$ cat config.mk
export PLATFORM = sky130hd
export DESIGN_NAME = niosmp_oci_trace_capture
export DESIGN_NICKNAME = d
export VERILOG_FILES = /design/src/rtl/niosmp_oci_trace_capture.sv
export SDC_FILE = /design/constraint.sdc
export NUM_CORES = 1
export LEC_CHECK = 0
export BUFFER_PORTS_ARGS = -buffer_cell sky130_fd_sc_hd__clkbuf_2
export CAP_MARGIN = 30
export CORE_AREA = 2 2 191 240
export DETAILED_ROUTE_END_ITERATION = 10
export DIE_AREA = 0 0 193 242
export PLACE_DENSITY = 0.84
export SLEW_MARGIN = 10
export SYNTH_ARGS = -nofsm -noshare
export SYNTH_HDL_FRONTEND = slang
export SYNTH_SLANG_ARGS = --single-unit
$ cat constraint.sdc
create_clock -name clk -period 3.9 [get_ports clk]
set_input_delay 0.585 -clock clk [delete_from_list [all_inputs] [get_ports clk]]
set_output_delay 0.585 -clock clk [all_outputs]
set_load 0.03 [all_outputs]
$ cat src/rtl/niosmp_oci_trace_capture.sv
// niosmp_oci_trace_capture: captures debug-trace words into a FWFT FIFO and sequences
// the capture/flush/done lifecycle around simulation end.
module niosmp_oci_trace_capture #(
    parameter int DATA_W = 30,
    parameter int CNT_W = 4,
    parameter int DEPTH = 16,
    parameter int WRAP_MODE = 0
) (
    input  logic                      clk,
    input  logic                      reset,
    input  logic                      dct_valid,
    input  logic [DATA_W-1:0]         dct_buffer,
    input  logic [CNT_W-1:0]          dct_count,
    input  logic                      test_ending,
    input  logic                      test_has_ended,
    input  logic                      out_ready,
    output logic                      out_valid,
    output logic [CNT_W+DATA_W-1:0]   out_data,
    output logic [$clog2(DEPTH):0]    fill_level,
    output logic [31:0]               frame_total,
    output logic [15:0]               overflow_count,
    output logic [1:0]                state,
    output logic                      done
);
    localparam int AW = $clog2(DEPTH);
    localparam logic [AW:0] FULL = (AW+1)'(DEPTH);
    typedef enum logic [1:0] {IDLE, CAPTURE, FLUSH, DONE} state_t;
    state_t st, st_nxt;
    logic [CNT_W+DATA_W-1:0] mem [DEPTH];
    logic [AW-1:0] wptr, rptr;
    logic [AW:0] fill;
    logic ended, accept, pop, full, push, lost, evict, fin, drained;
    logic [32:0] ft_sum;
    always_comb begin
        accept = dct_valid && dct_count != '0 && (st == IDLE || st == CAPTURE);
        pop = fill != '0 && out_ready;
        full = fill == FULL;
        lost = accept && full && !pop;
        evict = lost && WRAP_MODE != 0;
        push = accept && (!lost || evict);
        fin = test_ending || test_has_ended;
        drained = fill == '0 || (fill == (AW+1)'(1) && pop);
        ft_sum = {1'b0, frame_total} + 33'(dct_count);
        st_nxt = st == IDLE    ? (fin ? FLUSH : accept ? CAPTURE : IDLE) :
                 st == CAPTURE ? (fin ? FLUSH : CAPTURE) :
                 st == FLUSH   ? (drained && (ended || test_has_ended) ? DONE : FLUSH) :
                                 DONE;
    end
    always_ff @(posedge clk) begin
        if (reset) begin
            st <= IDLE;
            wptr <= '0;
            rptr <= '0;
            fill <= '0;
            frame_total <= '0;
            overflow_count <= '0;
            ended <= 1'b0;
        end else begin
            st <= st_nxt;
            ended <= ended | test_has_ended;
            if (push) wptr <= wptr + 1'b1;
            if (pop || evict) rptr <= rptr + 1'b1;
            fill <= fill + (AW+1)'(push) - (AW+1)'(pop || evict);
            if (accept) frame_total <= ft_sum[32] ? '1 : ft_sum[31:0];
            if (lost && overflow_count != '1) overflow_count <= overflow_count + 1'b1;
        end
    end
    // Storage needs no reset: out_data is gated by out_valid, so stale entries never show.
    always_ff @(posedge clk) begin
        if (push) mem[wptr] <= {dct_count, dct_buffer};
    end
    assign out_valid = fill != '0;
    assign out_data = out_valid ? mem[rptr] : '0;
    assign fill_level = fill;
    assign state = st;
    assign done = st == DONE;
endmodule
==> results of run 1 <==
-- worst reg2reg max path, delay by kind of cell, from the launching register on --
kind	cells	cell delay (ps)
flops	1	360
fa+ha+maj	1	200
simple gates	3	1220
buf+inv	2	320
compound gates	1	570
-- state kept, by name (all words and copies together), names as in the netlist, named ones only --
name and cells:
ended 1, fill_level 5, frame_total 32, mem 544, overflow_count 16, rptr 4, state 2, wptr 4
-- layer usage --
layer / global-route usage / routed length [µm]
met4: 0.0680 / 1330
met1: 0.315 / 20200
met5: 0 / 0
met2: 0.401 / 28100
met3: 0.0369 / 3960
-- kinds of logic after synthesis --
kind of cell | Yosys count | synth area share
AO/OA/AOI/OAI | 69 | 0.0175
flip-flops | 612 | 0.734
adder cells (fa/ha/maj) | 17 | 0.00945
XOR/XNOR | 39 | 0.0142
multiplexers | 172 | 0.160
buffers and inverters | 67 | 0.0132
AND/OR/NAND/NOR | 223 | 0.0518
-- cell type report --
type                    instances  area share
clock inverters                30      0.0121
repair buffers                162      0.0403
well taps                     578      0.0261
multi-input cells             520       0.225
clock buffers                  73      0.0555
inverters                      11     0.00149
diodes                          1   0.0000904
flip-flops and latches        612       0.640
-- metrics by stage --
stage	worst slack (ps)	total power, W	std cells	area, µm²
5_1_grt	120	0.0168	1987	27700
4_1_cts	199	0.0164	1986	27700
2_1_floorplan	275	0.0100	1199	24100
3_5_place_dp	521	0.0109	1883	25800
3_3_place_gp	735	0.0109	1883	25800
6_report	273	0.0162	1987	27700
-- power by group through the flow --
stage	logic, W	clock network, W	registers, W
6_report	0.00340	0.00549	0.00735
3_3_place_gp	0.00338	0	0.00748
2_1_floorplan	0.00257	0	0.00747
4_1_cts	0.00346	0.00557	0.00735
3_5_place_dp	0.00343	0	0.00749
5_1_grt	0.00364	0.00579	0.00736
-- Yosys cell counts (11+ instances only) --
master    count
xor2_1       28
nand2_1      25
buf_2        17
nand4_1      20
edfxtp_1    544
mux4_2      170
clkbuf_1     27
a21oi_1      26
and2_1       39
xnor2_1      11
inv_1        11
dfxtp_1      68
nor2_1       54
nand3_1      16
ha_1         15
nor3_1       11
-- path summary, 6_finish.rpt --
| kind | from | to |
|---|---|---|
| worst max-delay path | flop | out_data[24] |
| worst min-delay path | test_ending | state[1] |
| worst max register to register | fill_level[2] | mem[7][25] |
| worst min register to register | ended | ended |
==> impl_metrics.env, run 1 <==
export IMPL_critPathArrivalTime_ps=3040
export IMPL_pin_count=131
export IMPL_synth_cell_types=53
export IMPL_wl_per_cell_um=27.0
export IMPL_grt_max_degree=80
export IMPL_cts_buffers=56
export IMPL_tightest_slew_ps=744
export IMPL_synthesis_area_um2=24100
export IMPL_fp_row_count=87
export IMPL_num_vias=12400
export IMPL_crit_path_frequent_cell="mux4_2"
export IMPL_cts_sinks=612
export IMPL_drive_gt1_frac=0.317
export IMPL_slowest_delay_ps=720
export IMPL_yosysWarnings=0
export IMPL_first_pass_iters=5
export IMPL_pwr_share_clk=0.338
export IMPL_fin_nets=1420
export IMPL_crit_cells=5
export IMPL_netlist_area_leader_share=0.678
export IMPL_crit_chain="buf_12, mux4_2, mux4_2, and2_1, clkbuf_2"
export IMPL_cp_top_family="multiplexers"
export IMPL_p_leak_nw=8.85
export IMPL_grt_pass1_vias=12800
export IMPL_detail_route_antenna_nets=0
export IMPL_core_um2=44600
export IMPL_cts_root_buf="clkbuf_16"
export IMPL_netlist_instances=1199
export IMPL_synth_edf_count=544
export IMPL_ctsHoldBuffers=0
export IMPL_ff_latch_area_um2=17700
export IMPL_overflow=0
export IMPL_finalCoreUtilization=0.620
export IMPL_p_int_w=0.0119
export IMPL_fin_tns_setup_ps=0
export IMPL_fin_crit_ps=3630
export IMPL_switchingPower_w=0.00433
export IMPL_async_flop_share=0
export IMPL_final_cell_mix="544 x edfxtp_1, 170 x mux4_2, 131 x clkbuf_2, 64 x dfxtp_1, 57 x clkbuf_16"
export IMPL_p_seq_frac=0.453
export IMPL_skew_ps=22.4
export IMPL_antenna_found_initial=1
export IMPL_p_per_area_nw_per_um2=587
export IMPL_layout_commonest_cell="edfxtp_1"
export IMPL_p_comb_frac=0.209
export IMPL_whs_ps=221
export IMPL_rsz0062_at_grt="no"
export IMPL_via_per_inst=6.23
export IMPL_yosys_area_top_type="edfxtp_1"
export IMPL_syn_avg_cell_area_um2=20.1
export IMPL_drc=0
export IMPL_place_congestion=0.798
export IMPL_dp_hpwl_mm=29.0
export IMPL_final_hold_viol_count=0
export IMPL_die_area_um2=46700
export IMPL_areaGrowthSynthToFinish_pct=14.9
export IMPL_fin_crit_sh=0.930
export IMPL_hold_path_class="input port to flop"
export IMPL_slew_violations=0
export IMPL_hold_depth=3
export IMPL_required_ps=3310
export IMPL_critPathKind="flop to primary output"
export IMPL_fmax_mhz=276
export IMPL_crit_slowest_cell="dfxtp_4"
export IMPL_maxCapViolCount=0
export IMPL_htreeDepth=2
export IMPL_crit_buf_inv=2
export IMPL_nFillCells=2954
export IMPL_drt_wl_total_mm=53.6
export IMPL_reg2reg_setup_slack_ps=920
export IMPL_initial_utilization=0.540
export IMPL_grt_usage=0.235
export IMPL_crit_fanout=54
export IMPL_setup_viol=0
export IMPL_synth_fp_nets=1256
export IMPL_peakVddDrop_mv=0.394
export IMPL_synth_ff_type="edfxtp_1"
export IMPL_cp_start_kind="flop"
export IMPL_grt_pass1_wl_mm=80.1
export IMPL_clk_latency_ps=600
export IMPL_cts_max_path_buffers=3
export IMPL_endpoint_kind="primary output"
export IMPL_max_slew_margin=0.503
export IMPL_cts_tree="yes"
export IMPL_clk_pin_slew_ps=60
export IMPL_post_cts_buffers=0
export IMPL_fp_dieW_um=193
export IMPL_p_sw_frac=0.267
export IMPL_yosysSeqAreaShare=0.734
export IMPL_die_y_um=242
export IMPL_yosys_top_cells_area="edfxtp_1 68%, mux4_2 16%, dfxtp_1 5.6%, xor2_1 1.0%, and2_1 1.0%"
export IMPL_worstRegToRegCells=7
export IMPL_cts_resized_gates=0
export IMPL_drt_iter0_markers=1154
export IMPL_ys_ff_latch=612
export IMPL_portBuffers=130
export IMPL_multi_input_area_um2=6220
export IMPL_status="complete, no violations"
No activity file was read; power rests on OpenSTA's default activity.
==> run 2: changes to the inputs <==
- CORE_AREA: 2 2 191 240 -> 2 2 223 280
- DIE_AREA: 0 0 193 242 -> 0 0 225 282
- PLACE_DENSITY: 0.84 -> 0.67
- RECOVER_POWER: unset -> 50
==> run 2 against run 1 <==
The flow now finishes with violations (max-capacitance violations, max-slew violations). First-iteration DRC count is 25% lower. Cell count rose by 10%. Sequential cell count did not move. Total power increased by 1.9%. Maximum frequency increased by 3.8%. Non-clock buffer count grew 8. Clock power grew 5.5%. Worst hold slack worse by 0.71 ps. Critical path depth is the same. Final area up 0.88%.
==> impl_metrics.env, run 2 (same netlist as run 1, synthesis figures left out) <==
export IMPL_violations="max-capacitance violations, max-slew violations"
export IMPL_antenna_cells=0
export IMPL_critPathArrivalTime_ps=2910
export IMPL_grt_pass1_vias=12600
export IMPL_core_um2=60500
export IMPL_hold_path_class="input port to flop"
export IMPL_cts_root_buf="clkbuf_16"
export IMPL_use_met2=0.302
export IMPL_required_ps=3310
export IMPL_maxCapViolCount=1
export IMPL_fmax_mhz=286
export IMPL_gr_usage_met1=0.208
export IMPL_num_vias=12100
export IMPL_largest_reg_flops=544
export IMPL_p_leak_nw=8.60
export IMPL_grt_max_degree=55
export IMPL_regMostFlops="mem"
export IMPL_p_int_w=0.0121
export IMPL_overflow=0
export IMPL_slew_violations=46
export IMPL_post_cts_buffers=0
export IMPL_cts_max_path_buffers=3
export IMPL_drt_iter0_markers=868
export IMPL_pin_count=131
export IMPL_clk_pin_slew_ps=60
export IMPL_die_area_um2=63500
export IMPL_grt_use_met3=0.0331
export IMPL_crit_buf_inv=2
export IMPL_drt_wl_total_mm=52.4
export IMPL_rsz0062_at_grt="no"
export IMPL_dp_hpwl_mm=30.8
export IMPL_fin_crit_ps=3500
export IMPL_fp_row_count=101
export IMPL_p_seq_frac=0.443
export IMPL_grt_usage=0.168
export IMPL_grt_pass1_wl_mm=79.2
export IMPL_layout_commonest_cell="edfxtp_1"
export IMPL_p_sw_frac=0.267
export IMPL_endpoint_kind="primary output"
export IMPL_fin_nets=1428
export IMPL_fin_crit_sh=0.896
export IMPL_cts_tree="yes"
export IMPL_p_per_area_nw_per_um2=593
export IMPL_max_slew_margin=-0.325
export IMPL_clk_latency_ps=620
export IMPL_ctsHoldBuffers=0
export IMPL_skew_ps=19.6
export IMPL_switchingPower_w=0.00442
export IMPL_crit_path_frequent_cell="mux4_2"
export IMPL_power_total_w=0.0166
export IMPL_whs_ps=220
export IMPL_peakVddDrop_mv=0.362
export IMPL_pwr_share_clk=0.350
export IMPL_largestRegisters="mem x544, frame_total x32, overflow_count x16"
export IMPL_fin_tns_setup_ps=0
export IMPL_drive_gt1_frac=0.258
export IMPL_nFillCells=5012
export IMPL_wl_per_cell_um=23.9
export IMPL_first_pass_iters=5
export IMPL_setup_ws_ps=404
export IMPL_p_comb_frac=0.208
export IMPL_grt_busiest_layer="met2"
export IMPL_die_y_um=282
export IMPL_crit_chain="buf_12, mux4_2, mux4_2, and2_1, clkbuf_2"
export IMPL_areaGrowthSynthToFinish_pct=15.9
export IMPL_cts_resized_gates=0
export IMPL_fp_dieW_um=225
export IMPL_finalCoreUtilization=0.461
export IMPL_status="finished, violations left"
export IMPL_dp_slack_ps=729
export IMPL_crit_slowest_cell="mux4_2"
export IMPL_final_hold_viol_count=0
export IMPL_drc=0
export IMPL_cts_sinks=612
export IMPL_final_cell_mix="544 x edfxtp_1, 170 x mux4_2, 97 x clkbuf_1, 64 x dfxtp_1, 56 x clkbuf_16"
export IMPL_place_congestion=0.807
export IMPL_cp_start_kind="flop"
export IMPL_crit_fanout=54
export IMPL_tightest_slew_ps=1990
export IMPL_antenna_found_initial=2
export IMPL_critPathKind="flop to primary output"
export IMPL_htreeDepth=2
export IMPL_initial_utilization=0.398
export IMPL_setup_viol=0
export IMPL_slowest_delay_ps=600
export IMPL_cp_top_family="multiplexers"
export IMPL_portBuffers=130
export IMPL_cts_buffers=56
export IMPL_via_per_inst=5.53
export IMPL_detail_route_antenna_nets=0
==> run 2: changes by cell type in the layout (fill, tap and decap cells not counted), moves of 2 or more <==
cell,previous run,this run
clkbuf_1,10,97
clkinvlp_4,1,7
clkinv_2,11,9
buf_4,14,22
bufinv_16,5,10
clkbuf_8,5,2
clkinv_1,7,10
clkbuf_2,131,39
buf_12,18,16
==> run 2: cell type report <==
class / count / area [µm²] / area share
clock buffers: 62 / 1440 / 0.0517
inverters: 11 / 41.3 / 0.00148
multi-input cells: 520 / 6220 / 0.223
clock inverters: 43 / 518 / 0.0185
flip-flops and latches: 612 / 17700 / 0.634
repair buffers: 170 / 1030 / 0.0369
well taps: 772 / 966 / 0.0346
==> run 2: through the flow <==
step | std cells | area [µm²]
5_1_grt | 2190 | 27900
3_5_place_dp | 2085 | 26100
3_3_place_gp | 2085 | 26100
4_1_cts | 2190 | 28100
2_1_floorplan | 1199 | 24100
6_report | 2190 | 27900
==> run 2: power by group through the flow <==
stage | clock network [W] | registers, W | logic, W
floorplan | 0 | 0.00747 | 0.00257
global placement | 0 | 0.00746 | 0.00354
detailed placement | 0 | 0.00747 | 0.00355
CTS | 0.00591 | 0.00733 | 0.00356
global route | 0.00616 | 0.00734 | 0.00372
finish | 0.00579 | 0.00732 | 0.00344
==> run 2: worst paths after layout <==
check	to	depth (start not counted)	from	slack (ps)
hold / removal	state[1]	3	test_ending	220
setup / recovery	out_data[10]	5	flop	400
hold reg to reg	ended	2	ended	480
setup reg to reg	mem[4][25]	7	fill_level[3]	900
==> run 2: worst reg2reg max path, delay by kind of cell, from the launching register on <==
family | cells | cell delay, ps
adder cells (fa/ha/maj) | 1 | 200
AO/OA/AOI/OAI | 1 | 600
AND/OR/NAND/NOR | 3 | 1100
buffers and inverters | 2 | 390
flip-flops | 1 | 380
==> run 2: routing by layer <==
layer  vias to the layer above  routed length [µm]
met4                         4                 969
met3                        72                2980
li1                       5278                   -
met1                      6415               20500
met2                       342               28000
met5                         -                  25
==> run 3: changes to the inputs <==
- CTS_BUF_LIST: unset -> sky130_fd_sc_hd__clkbuf_16
- PLACE_DENSITY: 0.67 -> 0.65
- clock period: 3.9 -> 3.8 ns (I/O delays scaled with it)
==> run 3 against run 2 <==
The run still ends with max-capacitance violations, max-slew violations left. Routed wire length grew 0.96%. Worst setup slack lost 150 ps. Global-route usage grew 0.21 points. Critical path type unchanged. Critical endpoint is now out_data[33].
==> impl_metrics.env, run 3 (same netlist as run 1, synthesis figures left out) <==
export IMPL_status="finished, violations left"
export IMPL_violations="max-capacitance violations, max-slew violations"
export IMPL_ctsHoldBuffers=0
export IMPL_skew_ps=10.7
export IMPL_regMostFlops="mem"
export IMPL_hold_path_class="input port to flop"
export IMPL_fin_tns_setup_ps=0
export IMPL_cts_resized_gates=0
export IMPL_cts_tree="yes"
export IMPL_maxCapViolCount=1
export IMPL_dpl_cell_count=2079
export IMPL_wl_per_cell_um=24.3
export IMPL_p_leak_nw=8.57
export IMPL_drt_wl_total_mm=52.9
export IMPL_max_slew_margin=-0.261
export IMPL_hold_depth=3
export IMPL_slowest_delay_ps=570
export IMPL_rr_endpoint="mem[7][15]"
export IMPL_pin_count=131
export IMPL_slew_violations=44
export IMPL_r2r_start="fill_level[3]"
export IMPL_instances_no_fill=2181
export IMPL_fin_crit_sh=0.932
export IMPL_min_from="test_ending"
export IMPL_initial_utilization=0.398
export IMPL_tightest_slew_ps=1890
export IMPL_final_cell_mix="544 x edfxtp_1, 170 x mux4_2, 91 x clkbuf_1, 64 x dfxtp_1, 58 x clkbuf_16"
export IMPL_post_cts_buffers=0
export IMPL_grt_usage=0.170
export IMPL_cts_max_path_buffers=3
export IMPL_fin_crit_ps=3540
export IMPL_detail_route_antenna_nets=0
export IMPL_reg2reg_setup_slack_ps=400
export IMPL_hold_end="state[1]"
export IMPL_fp_row_count=101
export IMPL_die_area_um2=63500
export IMPL_grt_pass1_vias=12700
export IMPL_htreeDepth=2
export IMPL_fmax_mhz=282
export IMPL_critPathKind="flop to primary output"
export IMPL_num_vias=12100
export IMPL_final_hold_viol_count=0
export IMPL_areaGrowthSynthToFinish_pct=15.5
export IMPL_crit_fanout=24
export IMPL_grt_pass1_wl_mm=79.8
export IMPL_p_per_area_nw_per_um2=599
export IMPL_crit_buf_inv=2
export IMPL_antenna_found_initial=1
export IMPL_rsz0062_at_grt="no"
export IMPL_cts_buffers=56
export IMPL_dp_hpwl_mm=28.7
export IMPL_fp_dieW_um=225
export IMPL_clk_pin_slew_ps=60
export IMPL_drt_iter0_markers=847
export IMPL_core_um2=60500
export IMPL_critPathArrivalTime_ps=2970
export IMPL_die_y_um=282
export IMPL_drc=0
export IMPL_first_pass_iters=5
export IMPL_largest_reg_flops=544
export IMPL_fin_nets=1422
export IMPL_portBuffers=130
export IMPL_place_congestion=0.765
export IMPL_worstRegToRegCells=7
export IMPL_cp_start_kind="flop"
export IMPL_setup_ws_ps=258
export IMPL_crit_chain="buf_4, mux4_2, mux4_2, and2_1, clkbuf_2"
export IMPL_peakVddDrop_mv=0.404
export IMPL_clk_latency_ps=610
export IMPL_crit_path_frequent_cell="mux4_2"
export IMPL_drive_gt1_frac=0.253
export IMPL_overflow=0
export IMPL_endpoint_kind="primary output"
export IMPL_crit_slowest_cell="mux4_2"
export IMPL_largestRegisters="mem x544, frame_total x32, overflow_count x16"
export IMPL_cts_sinks=612
export IMPL_layout_commonest_cell="edfxtp_1"
export IMPL_via_per_inst=5.56
export IMPL_cts_root_buf="clkbuf_16"
export IMPL_setup_viol=0
export IMPL_required_ps=3230
export IMPL_cp_top_family="multiplexers"
export IMPL_grt_max_degree=51
export IMPL_dp_slack_ps=572
[run 3: changes by cell type in the layout (fill, tap and decap cells not counted), sizes merged]
cell	delta
clkbuf	-6
inv	+1
clkinv	+6
diode	+1
buf	-4
bufinv	-4
clkinvlp	-3
[run 3: layout make-up]
type	count	area (µm²)
Antenna cell	1	2.50
Sequential cell	612	17700
Multi-Input combinational cell	520	6220
Clock buffer	58	1450
Clock inverter	43	404
Inverter	11	41.3
Tap cell	772	966
Timing Repair Buffer	164	1050
Fill cell	5006	32700
[run 3: per-stage QoR]
| stage | hold slack [ps] | util | total power [W] | area [µm²] |
|---|---|---|---|---|
| finish | 190 | 0.460 | 0.0167 | 27800 |
| global route | 163 | 0.460 | 0.0173 | 27800 |
| CTS | 155 | 0.462 | 0.0169 | 28000 |
| detailed placement | 460 | 0.431 | 0.0113 | 26100 |
| global placement | 447 | 0.431 | 0.0113 | 26100 |
| floorplan | 435 | - | 0.0103 | 24100 |
[run 3: power by group]
| part | internal, W | total (W) | switching [W] |
|---|---|---|---|
| sequential | 0.00743 | 0.00753 | 0.000100 |
| combinational | 0.00157 | 0.00351 | 0.00194 |
| clock | 0.00318 | 0.00564 | 0.00245 |
[run 3: worst min-delay path: cells and delay by family]
family,cells,cell delay [ps]
simple gates,2,110
buf+inv,1,90
[run 3: routing by layer]
metal	global-route usage	vias up	wire, µm
li1	-	5264	-
met1	0.219	6432	21700
met2	0.294	356	26900
met3	0.0330	76	3240
met4	0.0470	0	1140
met5	0	-	0
[run 3: how the worst max path moves through the flow]
| stage | start | end | cells after the start |
|---|---|---|---|
| after floorplan | fill_level[2] | mem[15][0] | 6 |
| after global placement | dct_count[3] | fill_level[4] | 12 |
| after detailed placement | dct_count[0] | frame_total[15] | 10 |
| after CTS | flop | out_data[33] | 5 |
| after global routing | fill_level[3] | mem[7][26] | 7 |
| final | flop | out_data[33] | 5 |
